File: config.mk
export PLATFORM = sky130hd
export DESIGN_NAME = rf_writeback_arbiter_flat
export DESIGN_NICKNAME = d
export VERILOG_FILES = /design/src/rtl/rf_writeback_arbiter_if.sv /design/src/rtl/rf_writeback_arbiter.sv /design/src/flat_wrapper.sv
export SDC_FILE = /design/constraint.sdc
export NUM_CORES = 1
export LEC_CHECK = 0
export CAP_MARGIN = 20
export CORE_AREA = 2 2 132 134
export DETAILED_ROUTE_END_ITERATION = 8
export DIE_AREA = 0 0 134 136
export GPL_ROUTABILITY_DRIVEN = 0
export GPL_TIMING_DRIVEN = 0
export PLACE_DENSITY_LB_ADDON = 0.08
export SLEW_MARGIN = 20
export SYNTH_ARGS = -nofsm -noshare
export SYNTH_HDL_FRONTEND = slang
export SYNTH_SLANG_ARGS = --single-unit
File: constraint.sdc
create_clock -name clk -period 2.68 [get_ports clk]
set_input_delay 0.67 -clock clk [delete_from_list [all_inputs] [get_ports clk]]
set_output_delay 0.67 -clock clk [all_outputs]
set_load 0.01 [all_outputs]
File: src/rtl/rf_writeback_arbiter_if.sv
// Handshake and write-port bundle between the result producers and the
// register-file writeback arbiter.
interface rf_writeback_arbiter_if #(
  parameter int XLEN = 32,
  parameter int AW   = 5,
  parameter int CW   = 3
);
  logic            alu_valid;
  logic [AW-1:0]   alu_rd;
  logic [XLEN-1:0] alu_data;
  logic            alu_ready;
  logic            lsu_valid;
  logic [AW-1:0]   lsu_rd;
  logic [XLEN-1:0] lsu_data;
  logic            lsu_ready;
  logic [AW-1:0]   wb_a3;
  logic [XLEN-1:0] wb_wd3;
  logic            wb_we3;
  logic [AW-1:0]   query_rd;
  logic            pend_hit;
  logic [CW-1:0]   fifo_count;

  modport master (
    output alu_valid, alu_rd, alu_data, lsu_valid, lsu_rd, lsu_data, query_rd,
    input  alu_ready, lsu_ready, wb_a3, wb_wd3, wb_we3, pend_hit, fifo_count
  );

  modport slave (
    input  alu_valid, alu_rd, alu_data, lsu_valid, lsu_rd, lsu_data, query_rd,
    output alu_ready, lsu_ready, wb_a3, wb_wd3, wb_we3, pend_hit, fifo_count
  );
endinterface

File: src/rtl/rf_writeback_arbiter.sv
// Merges ALU and buffered load results onto the single register-file write
// port, bounding how long ALU traffic may starve pending loads.
module rf_writeback_arbiter #(
  parameter int XLEN       = 32,
  parameter int AW         = 5,
  parameter int FIFO_DEPTH = 4,
  parameter int STARVE_MAX = 3
) (
  input logic                  clk,
  input logic                  srst,
  rf_writeback_arbiter_if.slave bus
);
  localparam int PW = $clog2(FIFO_DEPTH);
  localparam int CW = $clog2(FIFO_DEPTH) + 1;
  localparam int SW = $clog2(STARVE_MAX + 1);

  typedef enum logic [1:0] {GNT_NONE, GNT_ALU, GNT_LSU} grant_t;

  logic [AW-1:0]   rd_q   [FIFO_DEPTH];
  logic [XLEN-1:0] data_q [FIFO_DEPTH];
  logic [PW-1:0]   wr_ptr, rd_ptr;
  logic [CW-1:0]   count;
  logic [SW-1:0]   starve;
  logic [AW-1:0]   wb_a3;
  logic [XLEN-1:0] wb_wd3;
  logic            wb_we3;
  logic            empty, full, force_fifo, push, pop, hit;
  grant_t          grant;

  assign empty      = (count == '0);
  assign full       = (count == CW'(FIFO_DEPTH));
  assign force_fifo = !empty && (starve == SW'(STARVE_MAX));

  assign bus.alu_ready  = !srst && !force_fifo;
  assign bus.lsu_ready  = !srst && !full;
  assign bus.wb_a3      = wb_a3;
  assign bus.wb_wd3     = wb_wd3;
  assign bus.wb_we3     = wb_we3;
  assign bus.fifo_count = count;
  assign bus.pend_hit   = hit;

  always_comb begin
    grant = GNT_NONE;
    if (!srst) begin
      if (force_fifo)         grant = GNT_LSU;
      else if (bus.alu_valid) grant = GNT_ALU;
      else if (!empty)        grant = GNT_LSU;
    end
  end

  assign pop  = (grant == GNT_LSU);
  assign push = bus.lsu_valid && bus.lsu_ready;

  // The entry being popped still counts: its write lands in the register file next cycle.
  always_comb begin
    hit = 1'b0;
    for (int unsigned i = 0; i < FIFO_DEPTH; i++) begin
      if ((CW'(i) < count) && (rd_q[rd_ptr + PW'(i)] == bus.query_rd))
        hit = 1'b1;
    end
    if (bus.query_rd == '0)
      hit = 1'b0;
  end

  always_ff @(posedge clk) begin
    if (srst) begin
      wr_ptr <= '0;
      rd_ptr <= '0;
      count  <= '0;
      starve <= '0;
      wb_a3  <= '0;
      wb_wd3 <= '0;
      wb_we3 <= 1'b0;
    end else begin
      if (push) begin
        rd_q[wr_ptr]   <= bus.lsu_rd;
        data_q[wr_ptr] <= bus.lsu_data;
        wr_ptr         <= wr_ptr + PW'(1);
      end
      if (pop)
        rd_ptr <= rd_ptr + PW'(1);

      case ({push, pop})
        2'b10:   count <= count + CW'(1);
        2'b01:   count <= count - CW'(1);
        default: count <= count;
      endcase

      if (pop || empty)
        starve <= '0;
      else if (grant == GNT_ALU && starve != SW'(STARVE_MAX))
        starve <= starve + SW'(1);

      case (grant)
        GNT_ALU: begin
          wb_a3  <= bus.alu_rd;
          wb_wd3 <= bus.alu_data;
          wb_we3 <= (bus.alu_rd != '0);
        end
        GNT_LSU: begin
          wb_a3  <= rd_q[rd_ptr];
          wb_wd3 <= data_q[rd_ptr];
          wb_we3 <= (rd_q[rd_ptr] != '0);
        end
        default: wb_we3 <= 1'b0;
      endcase
    end
  end
endmodule

File: src/flat_wrapper.sv
// flat-port wrapper written by rule: the top's interface ports become plain ports
module rf_writeback_arbiter_flat 
#(
  parameter int XLEN       = 32,
  parameter int AW         = 5,
  parameter int FIFO_DEPTH = 4,
  parameter int STARVE_MAX = 3
)
  (clk, srst, bus_alu_valid, bus_alu_rd, bus_alu_data, bus_lsu_valid, bus_lsu_rd, bus_lsu_data, bus_query_rd, bus_alu_ready, bus_lsu_ready, bus_wb_a3, bus_wb_wd3, bus_wb_we3, bus_pend_hit, bus_fifo_count);
  rf_writeback_arbiter_if #(.XLEN(XLEN), .AW(AW), .CW(3)) bus_i ();
  input logic clk;
  input logic srst;
  input wire logic [$bits(bus_i.alu_valid)-1:0] bus_alu_valid;
  input wire logic [$bits(bus_i.alu_rd)-1:0] bus_alu_rd;
  input wire logic [$bits(bus_i.alu_data)-1:0] bus_alu_data;
  input wire logic [$bits(bus_i.lsu_valid)-1:0] bus_lsu_valid;
  input wire logic [$bits(bus_i.lsu_rd)-1:0] bus_lsu_rd;
  input wire logic [$bits(bus_i.lsu_data)-1:0] bus_lsu_data;
  input wire logic [$bits(bus_i.query_rd)-1:0] bus_query_rd;
  output wire logic [$bits(bus_i.alu_ready)-1:0] bus_alu_ready;
  output wire logic [$bits(bus_i.lsu_ready)-1:0] bus_lsu_ready;
  output wire logic [$bits(bus_i.wb_a3)-1:0] bus_wb_a3;
  output wire logic [$bits(bus_i.wb_wd3)-1:0] bus_wb_wd3;
  output wire logic [$bits(bus_i.wb_we3)-1:0] bus_wb_we3;
  output wire logic [$bits(bus_i.pend_hit)-1:0] bus_pend_hit;
  output wire logic [$bits(bus_i.fifo_count)-1:0] bus_fifo_count;
  assign bus_i.alu_valid = bus_alu_valid;
  assign bus_i.alu_rd = bus_alu_rd;
  assign bus_i.alu_data = bus_alu_data;
  assign bus_i.lsu_valid = bus_lsu_valid;
  assign bus_i.lsu_rd = bus_lsu_rd;
  assign bus_i.lsu_data = bus_lsu_data;
  assign bus_i.query_rd = bus_query_rd;
  assign bus_alu_ready = bus_i.alu_ready;
  assign bus_lsu_ready = bus_i.lsu_ready;
  assign bus_wb_a3 = bus_i.wb_a3;
  assign bus_wb_wd3 = bus_i.wb_wd3;
  assign bus_wb_we3 = bus_i.wb_we3;
  assign bus_pend_hit = bus_i.pend_hit;
  assign bus_fifo_count = bus_i.fifo_count;
  rf_writeback_arbiter #(.XLEN(XLEN), .AW(AW), .FIFO_DEPTH(FIFO_DEPTH), .STARVE_MAX(STARVE_MAX)) u_core (.clk(clk), .srst(srst), .bus(bus_i));
endmodule
==> Word-level counts from Yosys, hierarchy flattened <==
Memory sizes are Yosys's and may differ from the RTL's. A register that Yosys moved wholly into a read port is not among the register bits.
Index checks and enable logic that the tools add are counted.
{ "op_classes": {"n_eq_ne": 11, "mux": 20, "n_mul": 0, "n_reduce_logical": 21, "bitwise_logic": 0, "shift": 0, "magnitude_cmp": 4, "div_mod_pow": 0, "add_sub_neg": 7} }
{ "ops": {"columns": ["cell", "n"], "rows": [
  ["$pmux W32 S2", 1],
  ["$eq A5 B5 Y1", 4],
  ["$mux W2", 8],
  ["$pmux W5 S2", 1],
  ["$reduce_bool A5 Y1", 2],
  ["$logic_and A1 B1 Y1", 9],
  ["$mux W1", 8],
  ["$add A2 B1 Y2 const B", 3],
  ["$eq A2 B2 Y1 const B", 3],
  ["$lt A1 B3 Y1 const A", 2],
  ["$lt A2 B3 Y1 const A", 2],
  ["$pmux W3 S2", 1],
  ["$logic_not A5 Y1", 1],
  ["$add A2 B2 Y2 const B", 2],
  ["$eq A2 B1 Y1 const B", 2],
  ["$logic_not A1 Y1", 4],
  ["$reduce_bool A2 Y1", 2],
  ["$add A3 B1 Y3 const B", 1],
  ["$eq A3 B3 Y1 const B", 1],
  ["$logic_not A3 Y1", 1],
  ["$sub A3 B1 Y3 const B", 1],
  ["$ne A2 B2 Y1 const B", 1],
  ["$pmux W1 S2", 1],
  ["$reduce_or A2 Y1", 1],
  ["$logic_or A1 B1 Y1", 1]
]} }
{ "word_totals": {"ramBits": 148, "out_inout_bits": 44, "reg_bits": 47, "latchBits": 0, "n_memories": 2, "romBits": 0, "input_bits": 83, "word_cells": 72} }
{ "memory_table": {"columns": ["memory", "depth", "word_bits", "rd", "rd_clocked_by_memory_dff", "write_ports", "line", "rtl"], "rows": [
  ["u_core.data_q", 4, 32, 1, 1, 1, "rf_writeback_arbiter.sv:20", "logic [XLEN-1:0] data_q [FIFO_DEPTH];"],
  ["u_core.rd_q", 4, 5, 4, 1, 1, "rf_writeback_arbiter.sv:19", "logic [AW-1:0] rd_q [FIFO_DEPTH];"]
]} }

==> Depth between registers and ports, before layout <==
{ "logic_depth": {"ltp_word": 8, "mapped_depth": 13, "mapped_depth_nobuf": 11} }

==> Least setup slack after synthesis <==
No wires, ideal clock.
{ "synth_timing": {"kind": "register to output", "start": "register u_core.rd_ptr[0]", "end": "output port bus_pend_hit", "n_path_buf": 1, "arrival_ns": 1.925, "t_required_ns": 2.010, "path_stages_with_launch": 7, "slack_ns": 0.085, "path_cell_list": "dfxtp_1 buf_6 mux4_2 xor2_1 or4_1 o22ai_1 a221o_1"} }
{ "synth_via": {"elab_chain_len": 8, "elab_cells_between_ends": 14, "cone_classes": "add/sub (3); eq/ne (3); mux (4); reduce/logical (3); memory (1)"} }
{ "synth_lines": {"columns": ["element", "line", "rtl"], "rows": [
  ["start: declaration", "rf_writeback_arbiter.sv:21", "logic [PW-1:0] wr_ptr, rd_ptr;"],
  ["start signal: assignment", "rf_writeback_arbiter.sv:81", "rd_ptr <= rd_ptr + PW'(1);"],
  ["$add A2 B1 Y2", "rf_writeback_arbiter.sv:58", "if ((CW'(i) < count) && (rd_q[rd_ptr + PW'(i)] == bus.query_rd))"],
  ["$mem_v2 Z4 W5 *", null, null],
  ["$eq A5 B5 Y1", "rf_writeback_arbiter.sv:58", null],
  ["$logic_and A1 B1 Y1", "rf_writeback_arbiter.sv:58", null],
  ["$mux W1 (2 in series)", "rf_writeback_arbiter.sv:58", null],
  ["$mux W1 *", "rf_writeback_arbiter.sv:58", null],
  ["$mux W1 *", "rf_writeback_arbiter.sv:61", "if (bus.query_rd == '0)"],
  ["end: declaration", "flat_wrapper.sv:25", "output wire logic [$bits(bus_i.pend_hit)-1:0] bus_pend_hit;"]
]} }
Mark *: on every way between the ends. The rest lies on a longest branch, timed or not.

==> Final worst setup path <==
Ends and elaborated chain as after synthesis.

==> summary.txt <==
GRT
  – Initial antenna violation count: 1
  – First-pass GRT wire length: 27.2 mm
  – Gr usage total: 20.3%
  – Number of global-route vias before repair: 5,012
  – GR Overflow Total: 0
  – Largest net degree at the start of global routing: 24

Logic synthesis
  – Cell count after synthesis: 537
  – Ys Warns: 0
  – Mapped Avg Cell Area: 15.3 um^2
  – Largest area contributor in the netlist: edfxtp_1
  – Sequential fraction of the synthesis area: 66.0%
  – Area contributors post-synth: edfxtp_1, dfxtp_1, mux4_2
  – Synthesized Nets: 632
  – Unique masters post-synth: 30
  – Seq cells post-synth: 197
  – Synth Cell Area: 8210 um^2
  – Synth top area share: 54.1%

Timing
  – Final Cycle Share: 117%
  – Fin Hold WS: 488 ps
  – Max Clk Rate: 320 MHz
  – Unrepaired setup endpoints after global routing: true
  – Fin crit period: 3130 ps
  – Worst-Margin Slew: 722 ps
  – Clock Skews: 12.2 ps
  – Final Max Tran Viols: 0
  – Slew headroom: 51.9%
  – Worst Setup Slack, final: -447 ps
  – Setup violators final: 1
  – Hold Fails Final Rpt: 0

Clock network
  – CTS H-tree depth: 4
  – Clock Latency Late Sink: 430 ps
  – CTS tree: done
  – Clk sinks: 197
  – Clk buf depth: 2
  – Worst-path clk slew: 70 ps
  – Hold-fix buffers, CTS: 0
  – Clock Tree Root: clkbuf_16
  – Num CTS Buffers: 17

Route
  – WL per Instance: 19.6 um
  – DRT Pass-1 Iters: 7
  – Met1 WL: 7.56 mm
  – Top Metal Used: met4
  – Metal2 WL: 8.88 mm
  – Final WL: 18.0 mm
  – Remaining DRCs: 0
  – Detail Route Antenna Nets: 0
  – DR WL met3: 1.21 mm
  – Via Count: 4,977
  – DR iter-0 viols: 369
  – DR vias/cell: 5.42

Outcome
  – Failing checks: setup timing
  – Status: finished, violations left

Critical path
  – CP arrival: 2460 ps
  – CP startpoint kind: flip-flop
  – Req. time, crit path: 2010 ps
  – Setup crit end kind: output pin
  – Reg-to-Reg Start: u_core.bus.fifo_count[1]
  – Critical-path maximum fanout: 6
  – Register-to-register setup slack: 220 ps
  – R2R depth: 13
  – Critical setup path kind: reg2out
  – Worst r2r dst: u_core.bus.wb_wd3[14]

Finish
  – Layout cells sized above 1: 15.7%
  – Final std cells w/o fill: 919
  – Inserted Diodes: 0
  – Nets@finish: 776
  – Fill count: 1,260
  – P&R area growth vs syn: 27.5%

Min path
  – Hold Path Stages: 2
  – Worst min-delay path endpoint: u_core.bus.wb_wd3[4]
  – Min-Delay Startpoint: u_core.bus.wb_wd3[4]
  – Worst hold path type: reg2reg

Die
  – Die area: 18,200 um^2
  – Initial cell density of the core: 48.7%
  – Die Ht: 136 um
  – DIE WIDTH: 134 um
  – Core ar.: 16,900 um^2
  – I/O pin total: 127
  – Rows: 48

Placed design
  – HPWL Detailed: 12.0 mm
  – Buffers on Ports: 120
  – Inst Count DP: 886

Power and ir drop
  – Pleak: 0.00346 uW
  – Peak supply drop: 468 uV
  – PD cells: 662 nW/um^2

Flow run
  – Max cap viols: 0
## sequential cells by signal (all words and copies together) (netlist names), named ones only
register	count
u_core.rd_ptr	2
u_core.bus.wb_wd3	32
u_core.bus.fifo_count	3
u_core.bus.wb_a3	5
u_core.bus.wb_we3	1
u_core.data_q	128
u_core.wr_ptr	2
u_core.starve	2
u_core.rd_q	20
## final cells by class
class | instances | area (um^2) | area share, %
buffer | 34 | 186 | 1.78
timing repair buffer | 126 | 1290 | 12.3
inverter | 10 | 37.5 | 0.359
clock inverter | 12 | 151 | 1.45
clock buffer | 20 | 447 | 4.27
sequential | 197 | 5430 | 51.9
multi-input combinational | 295 | 2650 | 25.3
tap | 225 | 282 | 2.69
## cells in the mapped netlist
| library cell | number |
|---|---|
| xor2_1 | 11 |
| edfxtp_1 | 148 |
| mux4_2 | 42 |
| mux2i_1 | 53 |
| inv_1 | 10 |
| o21ai_0 | 5 |
| or3_1 | 1 |
| buf_6 | 1 |
| nor3_1 | 4 |
| o31ai_1 | 1 |
| ha_1 | 12 |
| o22ai_1 | 1 |
| buf_2 | 6 |
| nor2_1 | 82 |
| nand3_1 | 1 |
| or4_1 | 3 |
| o31a_1 | 1 |
| and3_1 | 4 |
| clkbuf_1 | 21 |
| and2_1 | 1 |
| a31oi_1 | 1 |
| xnor2_1 | 17 |
| nand2_1 | 5 |
| dfxtp_1 | 49 |
| nor4_1 | 4 |
| a221o_1 | 1 |
| a21oi_1 | 41 |
| buf_1 | 7 |
| a211oi_1 | 2 |
| nor2b_1 | 2 |
## critical path, stage by stage (launching register included)
cell	delay, ps
dfxtp_2	330
buf_6	120
mux4_2	500
xor2_1	150
or4_4	540
o22ai_2	100
a221o_1	150
buf_2	130
## cell families (layout without fill, tap and decap cells)
kind of cell               after synthesis  after routing  share of synthesized area (%)
AOI/OAI and AO/OA                       53             53                           3.46
xor gates and xnor gates                28             28                           2.99
adders and majority gates               12             12                           1.83
buffers and inverters                   45            202                           2.24
DFF                                    197            197                           66.0
muxes                                   95             95                           18.0
and+or+nand+nor                        107            107                           5.47
## layer usage
layer	vias up	track usage [%]
met5	-	0
met4	0	6.97
met3	28	5.33
met2	156	34.0
met1	2484	25.8
li1	2309	-
## timing repair
item | in CTS | in global routing
gates resized for setup | 34 | 20
setup buffers | 2 | 0
setup endpoints to repair | 46 | 47
pin swaps | 3 | 1
## power breakdown
part	total [uW]	leakage, uW	switching (uW)	internal [uW]
Clock	2580	0.000284	1090	1490
Combinational	887	0.00143	431	456
Sequential	3460	0.00175	57.4	3400
Total	6930	0.00346	1580	5360
## worst max path at each step
stage                                 from  cells past startpoint                   end  slack (ps)
after detailed placement     bus_alu_valid                     11   u_core.bus.wb_a3[3]        -560
after floorplan           u_core.rd_ptr[0]                      6          bus_pend_hit          80
final                     u_core.rd_ptr[0]                      7          bus_pend_hit        -450
after CTS                 u_core.rd_ptr[0]                      7          bus_pend_hit        -490
after global placement                srst                      3  u_core.data_q[0][24]        -790
after global routing      u_core.rd_ptr[0]                      7          bus_pend_hit        -540
## metrics by stage
stage / setup slack, ps / area [um^2] / power (uW) / util (%) / TNS, ps
CTS: -490 / 10400 / 6980 / 61.8 / -490
global route: -540 / 10500 / 7170 / 62.0 / -540
finish: -447 / 10500 / 6930 / 62.0 / -447
global placement: -793 / 9700 / 4360 / 57.5 / -135920
detailed placement: -565 / 9780 / 4390 / 58.0 / -20380
floorplan: 84.5 / 8210 / 3990 / - / 0
## cell usage in the layout, fill, tap and decap left out, drive strengths merged, types with 5 or more instances in the layout
cell type and count:
a21oi 41, buf 23, clkbuf 38, clkdlybuf4s50 117, dfxtp 49, edfxtp 148, ha 12, inv 13
mux2i 53, mux4 42, nand2 5, nor2 82, o21ai 5, xnor2 17, xor2 11
No activity file was read; power rests on OpenSTA's default activity.
